===== src/rtl/grid_stream_framer.sv =====
// grid_stream_framer
//   Front end for the grid solver. Cleans a raw puzzle byte stream (CRLF or LF
//   line endings, optional missing final newline, stray bytes) into a stream of
//   '@' / '.' / '\n' on the solver's char_in/valid_in interface. It measures the
//   grid width and height. After end-of-file it appends the missing newline,
//   then FLUSH_ROWS rows of '.', so the solver's line buffers drain.
//
// Ports
//   clk, reset          system clock, synchronous active-high reset
//   byte_in/byte_valid  raw input byte, transferred when byte_ready is also high
//   byte_ready          high only while passing input through
//   eof_in              one-cycle end-of-input pulse (may coincide with last byte)
//   char_out/valid_out  registered output character, no backpressure
//   width_out           length of the first data row (0 until first newline)
//   height_out          data rows emitted (flush rows excluded)
//   done                sticky, flush finished
//   err_len             sticky, row length mismatch or row longer than MAX_WIDTH
//   err_char            sticky, byte other than '@' '.' CR LF seen
module grid_stream_framer #(
   parameter int FLUSH_ROWS = 2,
   parameter int MAX_WIDTH  = 1024,
   parameter int CNT_W      = 16
) (
   input  logic             clk,
   input  logic             reset,
   input  logic [7:0]       byte_in,
   input  logic             byte_valid,
   output logic             byte_ready,
   input  logic             eof_in,
   output logic [7:0]       char_out,
   output logic             valid_out,
   output logic [CNT_W-1:0] width_out,
   output logic [CNT_W-1:0] height_out,
   output logic             done,
   output logic             err_len,
   output logic             err_char
);

   localparam logic [7:0]       LF        = 8'h0A;
   localparam logic [7:0]       CR        = 8'h0D;
   localparam logic [7:0]       DOT       = 8'h2E;
   localparam logic [7:0]       ROCK      = 8'h40;
   localparam logic [CNT_W-1:0] CNT_MAX   = '1;
   localparam logic [CNT_W-1:0] MAX_COL   = CNT_W'(MAX_WIDTH);
   localparam logic [CNT_W-1:0] ROWS_INIT = CNT_W'(FLUSH_ROWS);
   localparam logic [CNT_W-1:0] ONE       = CNT_W'(1);

   typedef enum logic [2:0] {PASS, TERM, FLUSH_DOT, FLUSH_NL, DONE} state_t;

   state_t           state_q, state_d;
   logic [CNT_W-1:0] col_q, col_d;
   logic [CNT_W-1:0] rows_q, rows_d;
   logic [CNT_W-1:0] dot_q, dot_d;
   logic [CNT_W-1:0] width_d, height_d;
   logic [7:0]       char_d;
   logic             valid_d, done_d, err_len_d, err_char_d;
   logic             accept, illegal;
   logic [CNT_W-1:0] nl_width, nl_height;
   logic             nl_err;

   function automatic logic [CNT_W-1:0] sat_inc(input logic [CNT_W-1:0] v);
      return (v == CNT_MAX) ? v : v + ONE;
   endfunction

   assign byte_ready = (state_q == PASS);
   assign accept     = byte_valid && byte_ready;
   assign illegal    = !(byte_in == ROCK || byte_in == DOT);

   // Effect of ending the current row, shared by a received '\n' and TERM.
   // The first row (height still 0) defines the width; later rows are checked.
   assign nl_width  = (height_out == '0) ? col_q : width_out;
   assign nl_err    = (height_out != '0) && (col_q != width_out);
   assign nl_height = sat_inc(height_out);

   always_comb begin
      state_d    = state_q;
      char_d     = 8'h00;
      valid_d    = 1'b0;
      col_d      = col_q;
      rows_d     = rows_q;
      dot_d      = dot_q;
      width_d    = width_out;
      height_d   = height_out;
      done_d     = done;
      err_len_d  = err_len;
      err_char_d = err_char;
      case (state_q)
         PASS: begin
            if (accept) begin
               if (byte_in == LF) begin
                  // Blank lines (column 0) vanish.
                  if (col_q != '0) begin
                     char_d    = LF;
                     valid_d   = 1'b1;
                     width_d   = nl_width;
                     height_d  = nl_height;
                     err_len_d = err_len | nl_err;
                     col_d     = '0;
                  end
               end else if (byte_in != CR) begin
                  if (illegal) err_char_d = 1'b1;
                  if (col_q >= MAX_COL) begin
                     err_len_d = 1'b1;
                  end else begin
                     char_d  = illegal ? DOT : byte_in;
                     valid_d = 1'b1;
                     col_d   = sat_inc(col_q);
                  end
               end
            end
            // A byte arriving with eof is folded in first, so decide on the
            // post-byte column/height.
            if (eof_in) begin
               rows_d = ROWS_INIT;
               dot_d  = '0;
               if (col_d != '0)                              state_d = TERM;
               else if (height_d != '0 && FLUSH_ROWS != 0)   state_d = FLUSH_DOT;
               else                                          state_d = DONE;
            end
         end
         TERM: begin
            char_d    = LF;
            valid_d   = 1'b1;
            width_d   = nl_width;
            height_d  = nl_height;
            err_len_d = err_len | nl_err;
            col_d     = '0;
            state_d   = (FLUSH_ROWS == 0) ? DONE : FLUSH_DOT;
         end
         FLUSH_DOT: begin
            char_d  = DOT;
            valid_d = 1'b1;
            dot_d   = dot_q + ONE;
            if (dot_d >= width_out) state_d = FLUSH_NL;
         end
         FLUSH_NL: begin
            char_d  = LF;
            valid_d = 1'b1;
            dot_d   = '0;
            rows_d  = rows_q - ONE;
            state_d = (rows_q > ONE) ? FLUSH_DOT : DONE;
         end
         DONE: begin
            done_d = 1'b1;
         end
         default: state_d = PASS;
      endcase
   end

   always_ff @(posedge clk) begin
      if (reset) begin
         state_q    <= PASS;
         char_out   <= 8'h00;
         valid_out  <= 1'b0;
         col_q      <= '0;
         rows_q     <= '0;
         dot_q      <= '0;
         width_out  <= '0;
         height_out <= '0;
         done       <= 1'b0;
         err_len    <= 1'b0;
         err_char   <= 1'b0;
      end else begin
         state_q    <= state_d;
         char_out   <= char_d;
         valid_out  <= valid_d;
         col_q      <= col_d;
         rows_q     <= rows_d;
         dot_q      <= dot_d;
         width_out  <= width_d;
         height_out <= height_d;
         done       <= done_d;
         err_len    <= err_len_d;
         err_char   <= err_char_d;
      end
   end

endmodule


===== config.mk =====
export PLATFORM = sky130hd
export DESIGN_NAME = grid_stream_framer
export DESIGN_NICKNAME = d
export VERILOG_FILES = /design/src/rtl/grid_stream_framer.sv
export SDC_FILE = /design/constraint.sdc
export NUM_CORES = 1
export LEC_CHECK = 0
export ABC_AREA = 1
export CORE_AREA = 4 4 107 109
export CTS_CLUSTER_DIAMETER = 30
export DETAILED_ROUTE_END_ITERATION = 16
export DIE_AREA = 0 0 111 113
export PLACE_DENSITY = 0.79
export SETUP_SLACK_MARGIN = 0.4
export SYNTH_ARGS = -nofsm -noshare
export SYNTH_HDL_FRONTEND = slang
export SYNTH_SLANG_ARGS = --single-unit

===== constraint.sdc =====
create_clock -name clk -period 3.9 [get_ports clk]
set_input_delay 1.17 -clock clk [delete_from_list [all_inputs] [get_ports clk]]
set_output_delay 1.17 -clock clk [all_outputs]
set_load 0.005 [all_outputs]

==> impl_summary.log <==
[metrics] input/output buffers: 56
[metrics] Compound-Gate Fraction of Synth Area: 0.1241
[metrics] crit-path max FO: 6
[metrics] synthesized netlist cell count: 929
[metrics] post-route clock period utilization: 0.7938
[metrics] Post-Synth Adder-Cell Area: 0.04830
[metrics] Crit path arrival time: 3.40 ns
[metrics] Synth Area per Inst: 6.414 um^2
[metrics] path depth of the worst reg2reg path: 19
[metrics] Synth Area in Simple Gates: 0.3746
[metrics] die extent in y: 113 um
[metrics] Starting Density: 0.5620
[metrics] critical-path cell list: ha_1, nand2_1, inv_1, nand3_1, nor2_2, inv_1, nor4_4, nand2_1, nor3_1, xor2_1, ha_1, nand4_1, nor3_2, nand3_1, nand4_1, nand3_1, nor2_2, nand2_1, a21oi_1
[metrics] number of antenna violations at the first check in global routing: 0
[metrics] count of state elements after synthesis: 95
[metrics] number of buffers on the longest clock path: 2
[metrics] tightest slew margin relative to the limit: 0.2151
[metrics] setup slack, reg-to-reg: 0.80 ns
[metrics] diode insertion count for antenna repair: 0
[metrics] Max-Cap Viols: 0
[metrics] leakage component of the power: 3.013 nW
[metrics] 1st-pass router iterations: 5
[metrics] cell with the biggest individual delay on the critical path: sky130_fd_sc_hd__dfxtp_2
[metrics] combined global-route utilization of all metal layers: 0.2371
[metrics] RSZ-0062 raised after global routing: false
[metrics] Worst Path Buf+Inv: 2
[metrics] area enclosed by the die boundary: 12,540 um^2
[metrics] via count normalized by instance count: 5.323
[metrics] Die Span X: 111 um
[metrics] first-pass GRT wire length: 25,010 um
[metrics] number of placed I/O pins: 57
[metrics] required time at the worst-slack endpoint: 4.20 ns
[metrics] post-cts hold buffer count: 0
[metrics] post-synthesis cell area: 5958 um^2
[metrics] critical path depth: 19
[metrics] fill count: 990
[metrics] proportion of synthesized chip area in sequential cells: 0.3192
[metrics] setup tns final: 0 ns
[metrics] type of element launching the critical path: flip-flop
[metrics] crit-path max cell delay: 0.40 ns
[metrics] Setup crit end: state_q[1]
[metrics] Min-Delay Path Class: flip-flop to flip-flop
[metrics] detailed-placement wirelength estimate: 11,030 um
[metrics] clock skew after layout: 0.01137 ns
[metrics] main combinational cell family by area after synthesis: simple AND/OR/NAND/NOR gates
[metrics] final routed wirelength across all metal layers: 14,740 um
[metrics] status: complete, no violations
[metrics] TritonCTS clock tree: done
[metrics] Syn-to-layout area delta: 15.29%
[metrics] launch instance of the worst register-to-register path: dot_q[0]
[metrics] dominant delay contributor by cell family on the critical path: simple AND/OR/NAND/NOR gates
[metrics] class of the most critical setup path: flip-flop to flip-flop
[metrics] detailed-route wire length per cell: 13.12 um
[metrics] Distinct cells, synth: 45
[metrics] most frequently used flop master after synthesis: sky130_fd_sc_hd__dfxtp_1
[metrics] most common library cell in the layout ignoring fill and taps: sky130_fd_sc_hd__nand2_1
[metrics] H-tree levels: 3
[metrics] number of hold violations in the final report: 0
[metrics] share of async-settable or async-resettable flops after synthesis: 0
[metrics] transition time of the tightest slew-check pin: 1.170 ns
[metrics] utilization of the core after routing: 0.6479
[metrics] total power density per cell area: 516.9 nW/um^2
[metrics] number of failing setup endpoints in the final timing report: 0
[metrics] number of clock buffers inserted by TritonCTS: 9
[metrics] Post-synth EDFFs: 0
[metrics] final layout net count: 1,013
[metrics] pin count of the biggest net entering global routing: 33
[metrics] overflow left after global routing: 0
[metrics] standard-cell rows: 38
[metrics] worst vdd rail ir drop: 0.0002714 V
[metrics] buffer type at the clock tree root: sky130_fd_sc_hd__clkbuf_8
[metrics] placer's final routability congestion estimate: 0.9357
[metrics] Core Region: 10,600 um^2
[metrics] commonest cells after routing, fill and taps aside: sky130_fd_sc_hd__nand2_1 (259), sky130_fd_sc_hd__inv_1 (112), sky130_fd_sc_hd__nor2_1 (103)
[metrics] multiplexer area fraction after synthesis: 0
[metrics] clk slew on worst S/H paths: 0.10 ns
[metrics] worst setup path start: dot_q[0]
[metrics] Yosys warnings: 0
[metrics] share of post-route cells with drive strength above 1: 0.07019
[metrics] number of design rule violations left after detail routing: 0
[metrics] final critical-path required period: 3.096 ns
[metrics] number of max-slew violations in the final report: 0
[metrics] Vias: 5,978
[metrics] total clock sinks: 95
[metrics] DRT antenna net count: 0
[metrics] Highest Clock Rate: 0.3230 GHz
[metrics] vias in the first global route: 5,385
[metrics] total power: 3.550 mW
[metrics] insertion delay of the later-clocked pin in the worst-skew pair: 0.37 ns
[metrics] Worst R2R End: state_q[1]
[metrics] share of the synthesized netlist area taken by xor and xnor gates: 0.03528
[metrics] critical path capture point type: flip-flop
[metrics] detailed router's first-iteration violation count: 420
what timing repair did:
| item | in CTS | in global routing |
|---|---|---|
| endpoints found under the hold margin | 0 | 0 |
| resized for setup | 0 | 6 |
| endpoints found under the setup margin | 0 | 3 |
| setup buffers | 0 | 1 |
cell type report:
| cell class | count | area [um^2] | area share |
|---|---|---|---|
| repair buffers | 63 | 608.1 | 0.08852 |
| inverters | 119 | 451.7 | 0.06576 |
| multi-input cells | 690 | 3510 | 0.5109 |
| well taps | 140 | 175.2 | 0.02550 |
| clock inverters | 7 | 96.34 | 0.01403 |
| flip-flops and latches | 95 | 1904 | 0.2772 |
| clock buffers | 9 | 123.9 | 0.01803 |
synthesized netlist by cell type, types with 3 or more instances:
master                     number  area (um^2)
sky130_fd_sc_hd__inv_2          5        18.77
sky130_fd_sc_hd__dfxtp_1       95         1902
sky130_fd_sc_hd__nand3_1       43        215.2
sky130_fd_sc_hd__nor2_1       105        394.1
sky130_fd_sc_hd__o21ai_1        6        30.03
sky130_fd_sc_hd__o21ai_0       39        195.2
sky130_fd_sc_hd__nor2_2         5        31.28
sky130_fd_sc_hd__nand2_2       10        62.56
sky130_fd_sc_hd__nor3_1        26        130.1
sky130_fd_sc_hd__xnor2_1        8        70.07
sky130_fd_sc_hd__o211ai_1       5        37.54
sky130_fd_sc_hd__ha_1          23        287.8
sky130_fd_sc_hd__nor4_1        10        62.56
sky130_fd_sc_hd__buf_2          3        15.01
sky130_fd_sc_hd__buf_6          3        33.78
sky130_fd_sc_hd__nand4_1       24        150.1
sky130_fd_sc_hd__nor2_4         7        78.83
sky130_fd_sc_hd__nand3b_1       3        22.52
sky130_fd_sc_hd__xor2_1        16        140.1
sky130_fd_sc_hd__a211oi_1       5        37.54
sky130_fd_sc_hd__nand2_1      259        972.2
sky130_fd_sc_hd__clkbuf_1      19        71.32
sky130_fd_sc_hd__inv_1        112        420.4
sky130_fd_sc_hd__nand2_4        4        45.04
sky130_fd_sc_hd__a21oi_1       68        340.3
how the worst min path moves through the flow:
stage / to / slack (ns) / cells past startpoint / from
2_1_floorplan: rows_q[10] / 0.45 / 1 / rows_q[10]
3_3_place_gp: err_len / 0.45 / 2 / err_len
3_5_place_dp: done / 0.44 / 2 / done
4_1_cts: done / 0.47 / 2 / done
5_1_grt: done / 0.49 / 2 / done
6_report: err_len / 0.46 / 2 / err_len
worst register-to-register path: stages, from the launching register on:
cell and delay, ns:
sky130_fd_sc_hd__dfxtp_2 0.40, sky130_fd_sc_hd__ha_1 0.19, sky130_fd_sc_hd__nand2_1 0.07, sky130_fd_sc_hd__inv_1 0.08
sky130_fd_sc_hd__nand3_1 0.11, sky130_fd_sc_hd__nor2_2 0.14, sky130_fd_sc_hd__inv_1 0.09, sky130_fd_sc_hd__nor4_4 0.19
sky130_fd_sc_hd__nand2_1 0.12, sky130_fd_sc_hd__nor3_1 0.19, sky130_fd_sc_hd__xor2_1 0.13, sky130_fd_sc_hd__ha_1 0.31
sky130_fd_sc_hd__nand4_1 0.13, sky130_fd_sc_hd__nor3_2 0.18, sky130_fd_sc_hd__nand3_1 0.12, sky130_fd_sc_hd__nand4_1 0.15
sky130_fd_sc_hd__nand3_1 0.14, sky130_fd_sc_hd__nor2_2 0.12, sky130_fd_sc_hd__nand2_1 0.07, sky130_fd_sc_hd__a21oi_1 0.11
sequential cells by signal (all words and copies together), names as in the netlist:
signal and flops:
char_out 8, col_q 16, done 1, dot_q 16, err_char 1, err_len 1
height_out 16, rows_q 16, state_q 3, valid_out 1, width_out 16
routing by layer:
metal,up-vias,track usage,part of all wire
li1,3092,-,-
met1,2692,0.3141,0.45
met3,23,0.03690,0.052
met5,-,0,0
met4,0,0.07389,0.020
met2,171,0.3997,0.48
report_power, final:
group,switching (mW),internal (mW)
Sequential,0.181,1.12
Clock,0.366,0.364
Combinational,0.888,0.636
per-stage QoR:
stage / hold slack (ns) / setup slack, ns / instance area (um^2) / std cells
after floorplan: 0.4463 / 1.182 / 5966 / 931
after global placement: 0.4499 / 0.5351 / 6620 / 1106
after detailed placement: 0.4450 / 0.4572 / 6620 / 1106
after CTS: 0.4672 / 0.5155 / 6840 / 1122
after global routing: 0.4863 / 0.3966 / 6869 / 1123
final: 0.4647 / 0.8043 / 6869 / 1123
cells by family (layout without fill, tap and decap cells):
group | count (synthesis) | in the layout
buf+inv | 146 | 198
xor+xnor | 24 | 24
compound gates | 135 | 135
fa+ha+maj | 23 | 23
simple gates | 505 | 505
flops | 95 | 95
other cells | 1 | 3
Power figures use the tool's default switching activity.
==> edit 1: new RTL, config.mk and constraints unchanged <==
The 5 states of `state_t` get a one-hot encoding in 5 bits.
--- a/src/rtl/grid_stream_framer.sv
+++ b/src/rtl/grid_stream_framer.sv
@@ -46,5 +46,5 @@
    localparam logic [CNT_W-1:0] ONE       = CNT_W'(1);
 
-   typedef enum logic [2:0] {PASS, TERM, FLUSH_DOT, FLUSH_NL, DONE} state_t;
+   typedef enum logic [4:0] {PASS = 5'b00001, TERM = 5'b00010, FLUSH_DOT = 5'b00100, FLUSH_NL = 5'b01000, DONE = 5'b10000} state_t;
 
    state_t           state_q, state_d;
Formal check against the unedited RTL: no difference found for any inputs over 4 cycles, from zero or initial values and one cycle with reset high; so few cycles prove little.
==> edit 1 against the unedited design <==
Sequential cell count grew 2; synthesized area grew 1.5%; worst hold slack lost 0.0061 ns; worst setup slack lost 0.13 ns; routed wire length grew 4.7%; largest cell class unchanged; combinational power grew 20%; global-route usage grew 1.6 points; critical path type unchanged; maximum frequency shrank 4.0%; utilization grew 1.0 points; final cell count grew 0.27%; cell area grew 1.6%; power grew 13%.
==> edit 1: results (changes against the unedited design) <==
\begin{tabular}{lr}
\hline
Metric & Value \\
\hline
\multicolumn{2}{l}{\textbf{Layout}} \\
Number of combinational gates with multiple inputs & 684 (-0.87\%) \\
Buffers excl. clock & 67 (+6.3\%) \\
FF/Latch Area & 0.00195 mm2 (+2.4\%) \\
Final clock-cell share & 3.26\% (+0.058 points) \\
Buffering overhead & 9.14\% (+0.29 points) \\
Layout clock buffer count & 11 (+2) \\
Fill cell total of the finished layout & 974 (-1.6\%) \\
Multi-input combinational cell area & 0.00352 mm2 (+0.32\%) \\
\multicolumn{2}{l}{\textbf{Detailed routing}} \\
Total Routed Length & 15,400 um (+4.7\%) \\
Routed via count divided by cell count & 5.42 (+1.8\%) \\
Number of DRC markers after the initial detailed-route iteration & 494 (+18\%) \\
\multicolumn{2}{l}{\textbf{STA}} \\
Worst-Margin Slew & 0.598 ns (-0.571 ns) \\
Max Clock Skew & 0.00802 ns (-0.00336 ns) \\
Worst-case hold slack & 0.459 ns (-0.00608 ns) \\
\multicolumn{2}{l}{\textbf{Power}} \\
Internal cell power & 2.37 mW (+12\%) \\
Highest ir drop seen on vdd & 287 uV (+5.8\%) \\
Power consumed by sequential cells & 1.43 mW (+10\%) \\
\multicolumn{2}{l}{\textbf{GRT}} \\
Maximum number of pins on one net before global-route repair & 51 (+55\%) \\
Vias in the first global route & 5,602 (+4.0\%) \\
\multicolumn{2}{l}{\textbf{Worst setup path}} \\
Setup slack on the worst flop-to-flop path & 0.67 ns (-0.13 ns) \\
Worst reg2reg endpoint & state\_q[0] \\
Arr. time, crit path & 3.46 ns (+0.06 ns) \\
\multicolumn{2}{l}{\textbf{Synthesis}} \\
Synthesized-area fraction occupied by adder cells & 4.76\% (-0.073 points) \\
Synthesized-area fraction occupied by ao, oa, aoi and oai cells & 14.3\% (+1.9 points) \\
Cell types occupying the most area after synthesis & sky130\_fd\_sc\_hd\_\_dfxtp\_1, sky130\_fd\_sc\_hd\_\_nand2\_1, sky130\_fd\_sc\_hd\_\_inv\_1 \\
Synth unique cells & 48 (+6.7\%) \\
\multicolumn{2}{l}{\textbf{Hold path}} \\
Min-Delay Endpoint & done \\
\multicolumn{2}{l}{\textbf{Place}} \\
HPWL after detailed placement & 11,500 um (+4.2\%) \\
\multicolumn{2}{l}{\textbf{Clocking}} \\
TritonCTS Sinks & 97 (+2.1\%) \\
\multicolumn{2}{l}{\textbf{Run status}} \\
Run status & finished clean \\
\hline
\end{tabular}
## edit 1: changes by cell type in the layout (fill, tap and decap cells not counted), moves of 5 or more
cell,unedited run,this run
sky130_fd_sc_hd__inv_1,112,121
sky130_fd_sc_hd__inv_2,5,0
sky130_fd_sc_hd__nand2_1,259,237
sky130_fd_sc_hd__nand2_2,10,2
sky130_fd_sc_hd__nand3_1,43,59
sky130_fd_sc_hd__nor2_1,103,96
sky130_fd_sc_hd__nor2_4,7,2
sky130_fd_sc_hd__o21ai_0,39,63
sky130_fd_sc_hd__xor2_1,16,8
## edit 1: per-stage QoR
stage	util, %	cells	cell area, um2	total power, mW	setup slack (ns)
6_report	65.8	1126	6980	4.01	0.674
5_1_grt	65.8	1126	6980	4.33	0.410
4_1_cts	65.5	1126	6940	4.01	0.505
3_5_place_dp	63.3	1111	6710	3.25	0.344
3_3_place_gp	63.3	1111	6710	3.23	0.395
2_1_floorplan	-	933	6060	2.59	1.09
## edit 1: layer usage
layer	share of wire, %	track usage, %	wire [um]	up-vias
met3	5.9	3.48	909	16
met1	49	36.5	7520	2757
met5	0	0	0	-
met4	1.1	7.14	168	0
met2	44	39.9	6830	193
li1	-	-	-	3134
## edit 1: cells by family (layout without fill, tap and decap cells)
| group | count (synthesis) | count (layout) |
|---|---|---|
| AND/OR/NAND/NOR | 477 | 477 |
| adder cells (fa/ha/maj) | 23 | 23 |
| other | 1 | 3 |
| flip-flops | 97 | 97 |
| XOR/XNOR | 21 | 21 |
| AO/OA/AOI/OAI | 160 | 160 |
| buffers and inverters | 152 | 205 |
## edit 1: timing repair
item | 4_1_cts | 5_1_grt
hold buffers | 0 | 0
setup endpoints to repair | 0 | 5
gates resized for setup | 0 | 11
endpoints found under the hold margin | 0 | 0
==> edit 2: new RTL, config.mk and constraints unchanged <==
Made on the original files. The parameter `CNT_W` goes from 16 to 14.
--- a/src/rtl/grid_stream_framer.sv
+++ b/src/rtl/grid_stream_framer.sv
@@ -20,5 +20,5 @@
    parameter int FLUSH_ROWS = 2,
    parameter int MAX_WIDTH  = 1024,
-   parameter int CNT_W      = 16
+   parameter int CNT_W      = 14
 ) (
    input  logic             clk,
Ports: changed (resized height_out and width_out); port bits go from 57 to 53. No check against the original RTL was run, so the function may have changed too.
==> edit 2 against the unedited design <==
Clock power increased by 6.3%; first-iteration DRC count is 5.0% lower; count of clock-buffer cells in the layout rose by 2; largest cell class unchanged; critical path type is now in2reg; cell area decreased by 12%; power fell by 6.7%; synthesized area down 13%; sequential power shrank 13%; via count fell by 12%; sequential cell count shrank 10; routed wire length shrank 7.8%; die area stayed put; worst setup slack worse by 0.066 ns.
==> edit 2: results (changes against the unedited design) <==
\begin{tabular}{lr}
\hline
Metric & Value \\
\hline
\multicolumn{2}{l}{\textbf{Hold path}} \\
Path class of the lowest-slack min-delay path & reg2reg \\
\multicolumn{2}{l}{\textbf{Power}} \\
Highest ir drop seen on vdd & 385 uV (+42\%) \\
Leakage Power & 2.62 nW (-13\%) \\
Internal cell power & 1.99 mW (-6.0\%) \\
\multicolumn{2}{l}{\textbf{Place}} \\
Instance area after placement & 0.00582 mm2 (-12\%) \\
Number of buffers inserted by port buffering & 52 (-7.1\%) \\
Placed cell count & 981 (-11\%) \\
Routability-driven placement congestion ratio & 1.00 (+6.9\%) \\
HPWL after detailed placement & 10,100 um (-8.5\%) \\
\multicolumn{2}{l}{\textbf{Detailed routing}} \\
Routed via count divided by cell count & 5.28 (-0.82\%) \\
Total Routed Length & 13,600 um (-7.8\%) \\
Number of DRC markers after the initial detailed-route iteration & 399 (-5.0\%) \\
Average wire length per cell after detail routing & 13.6 um (+3.9\%) \\
\multicolumn{2}{l}{\textbf{GRT}} \\
Maximum number of pins on one net before global-route repair & 44 (+33\%) \\
Vias in the first global route & 4,968 (-7.7\%) \\
Global-route usage over all layers & 22.1\% (-1.6 points) \\
Global-route wire length before repair & 23,100 um (-7.5\%) \\
\multicolumn{2}{l}{\textbf{Synthesis}} \\
Synthesized-area fraction occupied by adder cells & 5.09\% (+0.26 points) \\
Synthesized-area fraction occupied by ao, oa, aoi and oai cells & 14.5\% (+2.1 points) \\
Area share of xor/xnor cells in the synthesized design & 2.54\% (-0.98 points) \\
Synth unique cells & 47 (+4.4\%) \\
Commonest cells in the netlist & sky130\_fd\_sc\_hd\_\_nand2\_1, sky130\_fd\_sc\_hd\_\_inv\_1, sky130\_fd\_sc\_hd\_\_nor2\_1 \\
Cell types occupying the most area after synthesis & sky130\_fd\_sc\_hd\_\_dfxtp\_1, sky130\_fd\_sc\_hd\_\_nand2\_1, sky130\_fd\_sc\_hd\_\_inv\_1 \\
Sequential-to-total area share from yosys stat & 33.0\% (+1.0 points) \\
Mean instance size in the synthesized netlist & 6.45 um2 (+0.49\%) \\
\multicolumn{2}{l}{\textbf{Layout}} \\
Share of layout cells above drive strength 1 & 5.60\% (-1.4 points) \\
Layout Nets & 885 (-13\%) \\
\multicolumn{2}{l}{\textbf{Run status}} \\
Run status & finished clean \\
\multicolumn{2}{l}{\textbf{STA}} \\
Max Clock Skew & 0.0116 ns (+0.000251 ns) \\
Worst-Margin Slew & 1.09 ns (-0.0795 ns) \\
\multicolumn{2}{l}{\textbf{Worst setup path}} \\
Arr. time, crit path & 3.46 ns (+0.06 ns) \\
Maximum cell stage delay along the critical path & 0.52 ns (+0.12 ns) \\
Setup slack on the worst flop-to-flop path & 0.82 ns (+0.02 ns) \\
Critical-path cell with the highest stage delay & sky130\_fd\_sc\_hd\_\_clkdlybuf4s50\_1 \\
Maximum fanout along the worst path & 7 (+1) \\
\multicolumn{2}{l}{\textbf{Clocking}} \\
\# H-tree levels & 3 (unchanged) \\
Clock slew seen by the registers of the worst setup and hold paths & 0.08 ns (-0.02 ns) \\
\hline
\end{tabular}
[edit 2: final cells by class]
cell class / count / area, um2
Fill cell: 1046 / 4540
Clock inverter: 5 / 106
Tap cell: 140 / 175
Multi-Input combinational cell: 597 / 3000
Timing Repair Buffer: 58 / 561
Sequential cell: 85 / 1700
Inverter: 101 / 380
Clock buffer: 11 / 141
[edit 2: kinds of logic after synthesis]
family / count (synthesis)
AND/OR/NAND/NOR: 423
AO/OA/AOI/OAI: 135
buffers and inverters: 121
other: 1
XOR/XNOR: 15
adder cells (fa/ha/maj): 21
flip-flops: 85
[edit 2: final timing paths]
path                    from          to  depth (start not counted)
setup / recovery  byte_in[6]  state_q[1]                         19
hold reg to reg         done        done                          2
setup reg to reg    dot_q[0]  state_q[0]                         16
hold / removal          done        done                          2
[edit 2: critical path, delay by kind of cell]
kind	cells	cell delay [ns]
AND/OR/NAND/NOR	15	1.41
buffers and inverters	3	0.77
AO/OA/AOI/OAI	1	0.11
[edit 2: layer usage]
layer | track usage, % | up-vias | routed length, um
met4 | 6.90 | 0 | 235
li1 | - | 2723 | -
met1 | 27.8 | 2372 | 6060
met2 | 38.9 | 149 | 6590
met3 | 3.74 | 20 | 704
met5 | 0 | - | 0
[edit 2: power by group through the flow]
stage                     Combinational, mW  Sequential [mW]  Clock (mW)
after floorplan                       0.894             1.12           0
after global placement                 1.38             1.14           0
after detailed placement               1.39             1.14           0
after CTS                              1.40             1.13       0.791
after global routing                   1.58             1.15       0.818
final                                  1.41             1.13       0.776
[edit 2: metrics by stage]
step	hold WS (ns)	utilization, %	setup slack, ns
floorplan	0.445	-	1.20
global placement	0.444	54.9	0.477
detailed placement	0.450	54.9	0.395
CTS	0.462	57.2	0.784
global route	0.497	57.2	0.446
finish	0.453	57.2	0.738
